[config.mk]
export PLATFORM = sky130hd
export DESIGN_NAME = comb_mux_8to1_flat
export DESIGN_NICKNAME = d
export VERILOG_FILES = /design/src/rtl/comb_mux_8to1_pkg.sv /design/src/rtl/comb_mux_8to1_if.sv /design/src/rtl/comb_mux_8to1_mux2_w.sv /design/src/rtl/comb_mux_8to1.sv /design/src/flat_wrapper.sv
export SDC_FILE = /design/constraint.sdc
export NUM_CORES = 1
export LEC_CHECK = 0
export CAP_MARGIN = 20
export CORE_UTILIZATION = 27
export CTS_CLUSTER_DIAMETER = 50
export DETAILED_ROUTE_END_ITERATION = 16
export PLACE_DENSITY = 0.82
export SLEW_MARGIN = 20
export SYNTH_ARGS = -nofsm -noshare
export SYNTH_HDL_FRONTEND = slang
export SYNTH_SLANG_ARGS = --single-unit
[constraint.sdc]
create_clock -name clk -period 3.3 [get_ports clk]
set_clock_uncertainty 0.2 [all_clocks]
set_input_delay 0.66 -clock clk [delete_from_list [all_inputs] [get_ports clk]]
set_output_delay 0.66 -clock clk [all_outputs]
set_load 0.02 [all_outputs]
[src/rtl/comb_mux_8to1_pkg.sv]
//============================================================================
// Module      : comb_mux_pkg
// Description : Shared constants and types for the 8:1 multiplexer slice.
// Revision    : 1.0 - initial release
//============================================================================
`default_nettype none

package comb_mux_pkg;

  localparam int NUM_IN = 8;
  localparam int SEL_W  = 3;

  typedef logic [SEL_W-1:0] sel_t;

endpackage : comb_mux_pkg

`default_nettype wire

[src/rtl/comb_mux_8to1_if.sv]
//============================================================================
// Module      : comb_mux_8to1_if
// Description : Data/select bundle for the 8:1 multiplexer. The parity
//               signals exist only when COMB_MUX_8TO1_PARITY_EN is defined.
// Revision    : 1.0 - initial release
//============================================================================
`default_nettype none

interface comb_mux_8to1_if
  import comb_mux_pkg::*;
#(
  parameter int WIDTH = 4
);

  logic [WIDTH-1:0] in0;
  logic [WIDTH-1:0] in1;
  logic [WIDTH-1:0] in2;
  logic [WIDTH-1:0] in3;
  logic [WIDTH-1:0] in4;
  logic [WIDTH-1:0] in5;
  logic [WIDTH-1:0] in6;
  logic [WIDTH-1:0] in7;
  sel_t             sel;
  logic [WIDTH-1:0] out;
  logic [WIDTH-1:0] out_q;
`ifdef COMB_MUX_8TO1_PARITY_EN
  logic             out_par;
  logic             out_par_q;
`endif

  // Source side: drives data and select, observes the results
  modport master (
    output in0, in1, in2, in3, in4, in5, in6, in7, sel,
`ifdef COMB_MUX_8TO1_PARITY_EN
    input  out_par, out_par_q,
`endif
    input  out, out_q
  );

  // Multiplexer side
  modport slave (
    input  in0, in1, in2, in3, in4, in5, in6, in7, sel,
`ifdef COMB_MUX_8TO1_PARITY_EN
    output out_par, out_par_q,
`endif
    output out, out_q
  );

endinterface : comb_mux_8to1_if

`default_nettype wire

[src/rtl/comb_mux_8to1_mux2_w.sv]
//============================================================================
// Module      : mux2_w
// Description : WIDTH-bit 2:1 multiplexer, one node of the select tree.
// Revision    : 1.0 - initial release
//============================================================================
`default_nettype none

module mux2_w #(
  parameter int WIDTH = 4
) (
  input  wire logic [WIDTH-1:0] i_a,
  input  wire logic [WIDTH-1:0] i_b,
  input  wire logic             i_s,
  output      logic [WIDTH-1:0] o_y
);

  // Select i_b when i_s is high; an unknown select propagates as X
  assign o_y = i_s ? i_b : i_a;

endmodule : mux2_w

`default_nettype wire

[src/rtl/comb_mux_8to1.sv]
//============================================================================
// Module      : comb_mux_8to1
// Description : 8:1 WIDTH-bit multiplexer with a combinational output and a
//               one-cycle registered copy. Built as a 3-level 2:1 tree where
//               level k is steered by sel[k].
//               Optional macro COMB_MUX_8TO1_PARITY_EN adds even parity of
//               the selected data (combinational and registered).
// Revision    : 1.0 - initial release
//============================================================================
`default_nettype none

module comb_mux_8to1 #(
  parameter int WIDTH = 4
) (
  input wire logic        clk,
  input wire logic        reset,
  comb_mux_8to1_if.slave  bus
);

  import comb_mux_pkg::*;

  localparam int C_L0_N = NUM_IN / 2;
  localparam int C_L1_N = NUM_IN / 4;

  logic [WIDTH-1:0] w_in [NUM_IN];
  logic [WIDTH-1:0] w_l0 [C_L0_N];
  logic [WIDTH-1:0] w_l1 [C_L1_N];
  logic [WIDTH-1:0] w_out;
  sel_t             w_sel;
  logic [WIDTH-1:0] r_out_q;

  assign w_sel   = bus.sel;
  assign w_in[0] = bus.in0;
  assign w_in[1] = bus.in1;
  assign w_in[2] = bus.in2;
  assign w_in[3] = bus.in3;
  assign w_in[4] = bus.in4;
  assign w_in[5] = bus.in5;
  assign w_in[6] = bus.in6;
  assign w_in[7] = bus.in7;

  // Level 0: adjacent pairs, steered by the select LSB
  for (genvar g = 0; g < C_L0_N; g++) begin : g_lvl0
    mux2_w #(.WIDTH(WIDTH)) u_mux (
      .i_a (w_in[2*g]),
      .i_b (w_in[2*g+1]),
      .i_s (w_sel[0]),
      .o_y (w_l0[g])
    );
  end

  // Level 1: pairs of level-0 results, steered by sel[1]
  for (genvar g = 0; g < C_L1_N; g++) begin : g_lvl1
    mux2_w #(.WIDTH(WIDTH)) u_mux (
      .i_a (w_l0[2*g]),
      .i_b (w_l0[2*g+1]),
      .i_s (w_sel[1]),
      .o_y (w_l1[g])
    );
  end

  // Level 2: final choice between lower and upper halves, steered by sel[2]
  mux2_w #(.WIDTH(WIDTH)) u_mux_root (
    .i_a (w_l1[0]),
    .i_b (w_l1[1]),
    .i_s (w_sel[2]),
    .o_y (w_out)
  );

  assign bus.out = w_out;

  // Registered copy of the selected data; reset clears it without a clock
  always_ff @(posedge clk or posedge reset) begin
    if (reset) begin
      r_out_q <= '0;
    end else begin
      r_out_q <= w_out;
    end
  end

  assign bus.out_q = r_out_q;

`ifdef COMB_MUX_8TO1_PARITY_EN
  logic w_par;
  logic r_par_q;

  assign w_par       = ^w_out;
  assign bus.out_par = w_par;

  // Registered parity, aligned with out_q
  always_ff @(posedge clk or posedge reset) begin
    if (reset) begin
      r_par_q <= 1'b0;
    end else begin
      r_par_q <= w_par;
    end
  end

  assign bus.out_par_q = r_par_q;
`endif

endmodule : comb_mux_8to1

`default_nettype wire

[src/flat_wrapper.sv]
// flat-port wrapper written by rule: the top's interface ports become plain ports
module comb_mux_8to1_flat import comb_mux_pkg::*;
#(
  parameter int WIDTH = 4
)
  (clk, reset, bus_in0, bus_in1, bus_in2, bus_in3, bus_in4, bus_in5, bus_in6, bus_in7, bus_sel, bus_out, bus_out_q);
  comb_mux_8to1_if #(.WIDTH(WIDTH)) bus_i ();
  input wire logic clk;
  input wire logic reset;
  input wire logic [$bits(bus_i.in0)-1:0] bus_in0;
  input wire logic [$bits(bus_i.in1)-1:0] bus_in1;
  input wire logic [$bits(bus_i.in2)-1:0] bus_in2;
  input wire logic [$bits(bus_i.in3)-1:0] bus_in3;
  input wire logic [$bits(bus_i.in4)-1:0] bus_in4;
  input wire logic [$bits(bus_i.in5)-1:0] bus_in5;
  input wire logic [$bits(bus_i.in6)-1:0] bus_in6;
  input wire logic [$bits(bus_i.in7)-1:0] bus_in7;
  input wire logic [$bits(bus_i.sel)-1:0] bus_sel;
  output wire logic [$bits(bus_i.out)-1:0] bus_out;
  output wire logic [$bits(bus_i.out_q)-1:0] bus_out_q;
  assign bus_i.in0 = bus_in0;
  assign bus_i.in1 = bus_in1;
  assign bus_i.in2 = bus_in2;
  assign bus_i.in3 = bus_in3;
  assign bus_i.in4 = bus_in4;
  assign bus_i.in5 = bus_in5;
  assign bus_i.in6 = bus_in6;
  assign bus_i.in7 = bus_in7;
  assign bus_i.sel = bus_sel;
  assign bus_out = bus_i.out;
  assign bus_out_q = bus_i.out_q;
  comb_mux_8to1 #(.WIDTH(WIDTH)) u_core (.clk(clk), .reset(reset), .bus(bus_i));
endmodule
==> impl_metrics.yaml <==
sta:
  slew_viol_final: 0
  max_slew_margin_pct: 80.4
  hold_viol: 0
  rsz0062_at_grt: "no"
  period_share_pct: 96.5
  fin_hold_ws_ns: 0.419
  max_freq_mhz: 314
  finalSetupViolCount: 0
  tightestPinTransition_ns: 0.293
  worst_slack_ns: 0.114
  min_period_ns: 3.19
setup_path:
  worstSetupEndpointType: "output port"
  cp.required_ns: 2.44
  cp-startpoint: "bus_sel[0]"
  crit_path_start_kind: "input pin"
  critPathKind: "in2out"
  cp_data_arrival_time_ns: 2.33
  crit_fanout: 8
logic_synthesis:
  synth-seq-cells: 4
  synth_cells: 19
  avgSynthCellArea_sq_um: 19.7
  yosys-top-cells-area: "mux4_1 56%, dfrtp_1 27%, mux2_2 12%"
  ys_types: 6
  synth_area_leader_cell: "mux4_1"
  yosysMostFrequentCell: "mux4_1"
  syn_area_sq_um: 374
  synth_enable_flop_cells: 0
  syn_nets: 56
  ys_seq_area_share_pct: 26.8
  yosysTopAreaCellShare_pct: 56.2
  yosysWarningCount: 0
  async_reset_ff_share_pct: 100
  synthFlopType: "dfrtp_1"
  synth.top_cells.by_count: "8 x mux4_1, 4 x dfrtp_1, 4 x mux2_2"
die:
  dieArea_sq_mm: 0.00154
  die_y_microns: 39.2
  core_sq_mm: 0.00130
  rows: 13
  die_x_microns: 39.2
  start_util_pct: 28.8
  ios: 45
pwr:
  powerDensity_mw_per_mm2: 270
  seqPwrFrac_pct: 25.2
  p_leak_uw: 0.000348
  power_frac_comb_pct: 48.7
  vdd_ir_drop_max_v: 0.000107
  switchingPower_uw: 57.9
  sw_frac_of_total_pct: 25.5
  clock_power_share_pct: 26.1
  cell_internal_pwr_uw: 169
clocking:
  cts_setup_buffers: 0
  cts-root-buf: "clkbuf_4"
  clock-sinks: 4
  htree_levels: 1
  clockBufferDepth: 2
  clkSlewWorstSetupHoldPaths_ns: 0.04
  cts_tree: "done"
  cts_made_buffers: 3
placement:
  port_buffers: 44
  gp_congestion: 0.649
  dp_hpwl_mm: 1.02
  place_ws_ns: -0.270
global_route:
  grt_first_pass_wirelength_mm: 1.70
  antenna_found_initial: 0
  first_global_vias: 453
  grt_max_degree: 9
  grt_overflow: 0
  grtUsageTotal_pct: 17.2
detailed_routing:
  drc: 0
  wl_mm: 1.10
  ant_nets: 0
  num_vias: 397
  drtIter0Drc: 6
  vias_per_cell: 4.96
  firstDrtPassIters: 3
  routedWlPerCell_microns: 13.8
layout:
  area_growth_syn_to_layout_pct: 125
  largest_reg_flops: 4
  nFillCells: 100
  diodes: 0
  drive_gt1_share_pct: 18.5
  fin_nets: 104
flow_run:
  max-cap-violations: 0
worst_hold_path:
  hp-class: "in2async"
run_status:
  status: "finished, final reports clean"
==> power by group through the flow <==
stage          registers, uW  logic, uW  clock network, uW
2_1_floorplan           66.0       36.9                  0
3_3_place_gp            57.6        116                  0
3_5_place_dp            58.0        118                  0
4_1_cts                 57.4        116               62.3
5_1_grt                 57.9        119               63.3
6_report                57.2        110               59.3
==> worst max-delay path, stage by stage <==
cell and delay (ns):
clkdlybuf4s50_1 0.50, buf_12 0.14, mux4_1 0.56, mux2_2 0.30
buf_2 0.16
==> layer usage <==
layer,GRT usage [%],share of wire [%],wire length [microns]
met5,0,0,0
met4,7.76,0,0
met3,4.05,15,165
met2,35.4,55,604
met1,15.0,30,335
==> path summary, 6_finish.rpt <==
path | to | slack (ns)
max in group asynchronous | u_core.bus.out_q[3] | 2.34
min | u_core.bus.out_q[2] | 0.42
max | bus_out[0] | 0.11
min in group clk | u_core.bus.out_q[2] | 1.02
==> stage by stage <==
stage | cell area (sq um) | setup TNS, ns | std cells | util, % | total power (uW)
floorplan | 374 | 0 | 19 | - | 103
global placement | 838 | -0.953 | 77 | 64.4 | 174
detailed placement | 838 | -1.01 | 77 | 64.4 | 176
CTS | 863 | 0 | 80 | 66.3 | 235
global route | 841 | 0 | 80 | 64.6 | 240
finish | 841 | 0 | 80 | 64.6 | 227
==> cell families (layout without fill, tap and decap cells) <==
kind of cell           after synthesis  after routing  synth area share (%)
multiplexers                        12             12                  68.2
buffers and inverters                3             49                  5.01
flip-flops                           4              4                  26.8
==> final cells by class <==
type	instances	area [sq um]	share of cell area (%)
timing repair buffer	45	440	52.4
tap	15	18.8	2.23
sequential	4	100	11.9
multi-input combinational	12	255	30.4
inverter	1	3.75	0.446
clock buffer	3	22.5	2.68
==> layout by cell type (no fill, tap or decap) <==
cell type / netlist / final
buf_12: 0 / 1
buf_2: 0 / 2
clkbuf_2: 0 / 2
clkbuf_4: 0 / 3
clkdlybuf4s50_1: 0 / 40
dfrtp_1: 4 / 4
inv_1: 1 / 1
mux2_2: 4 / 4
mux4_1: 8 / 8
==> repair_timing <==
item                                    4_1_cts  5_1_grt
endpoints found under the hold margin         0        0
gates resized for setup                      10        4
hold buffers                                  0        0
endpoints found under the setup margin        4        4
Note: power is estimated with default switching activity, not from simulation.
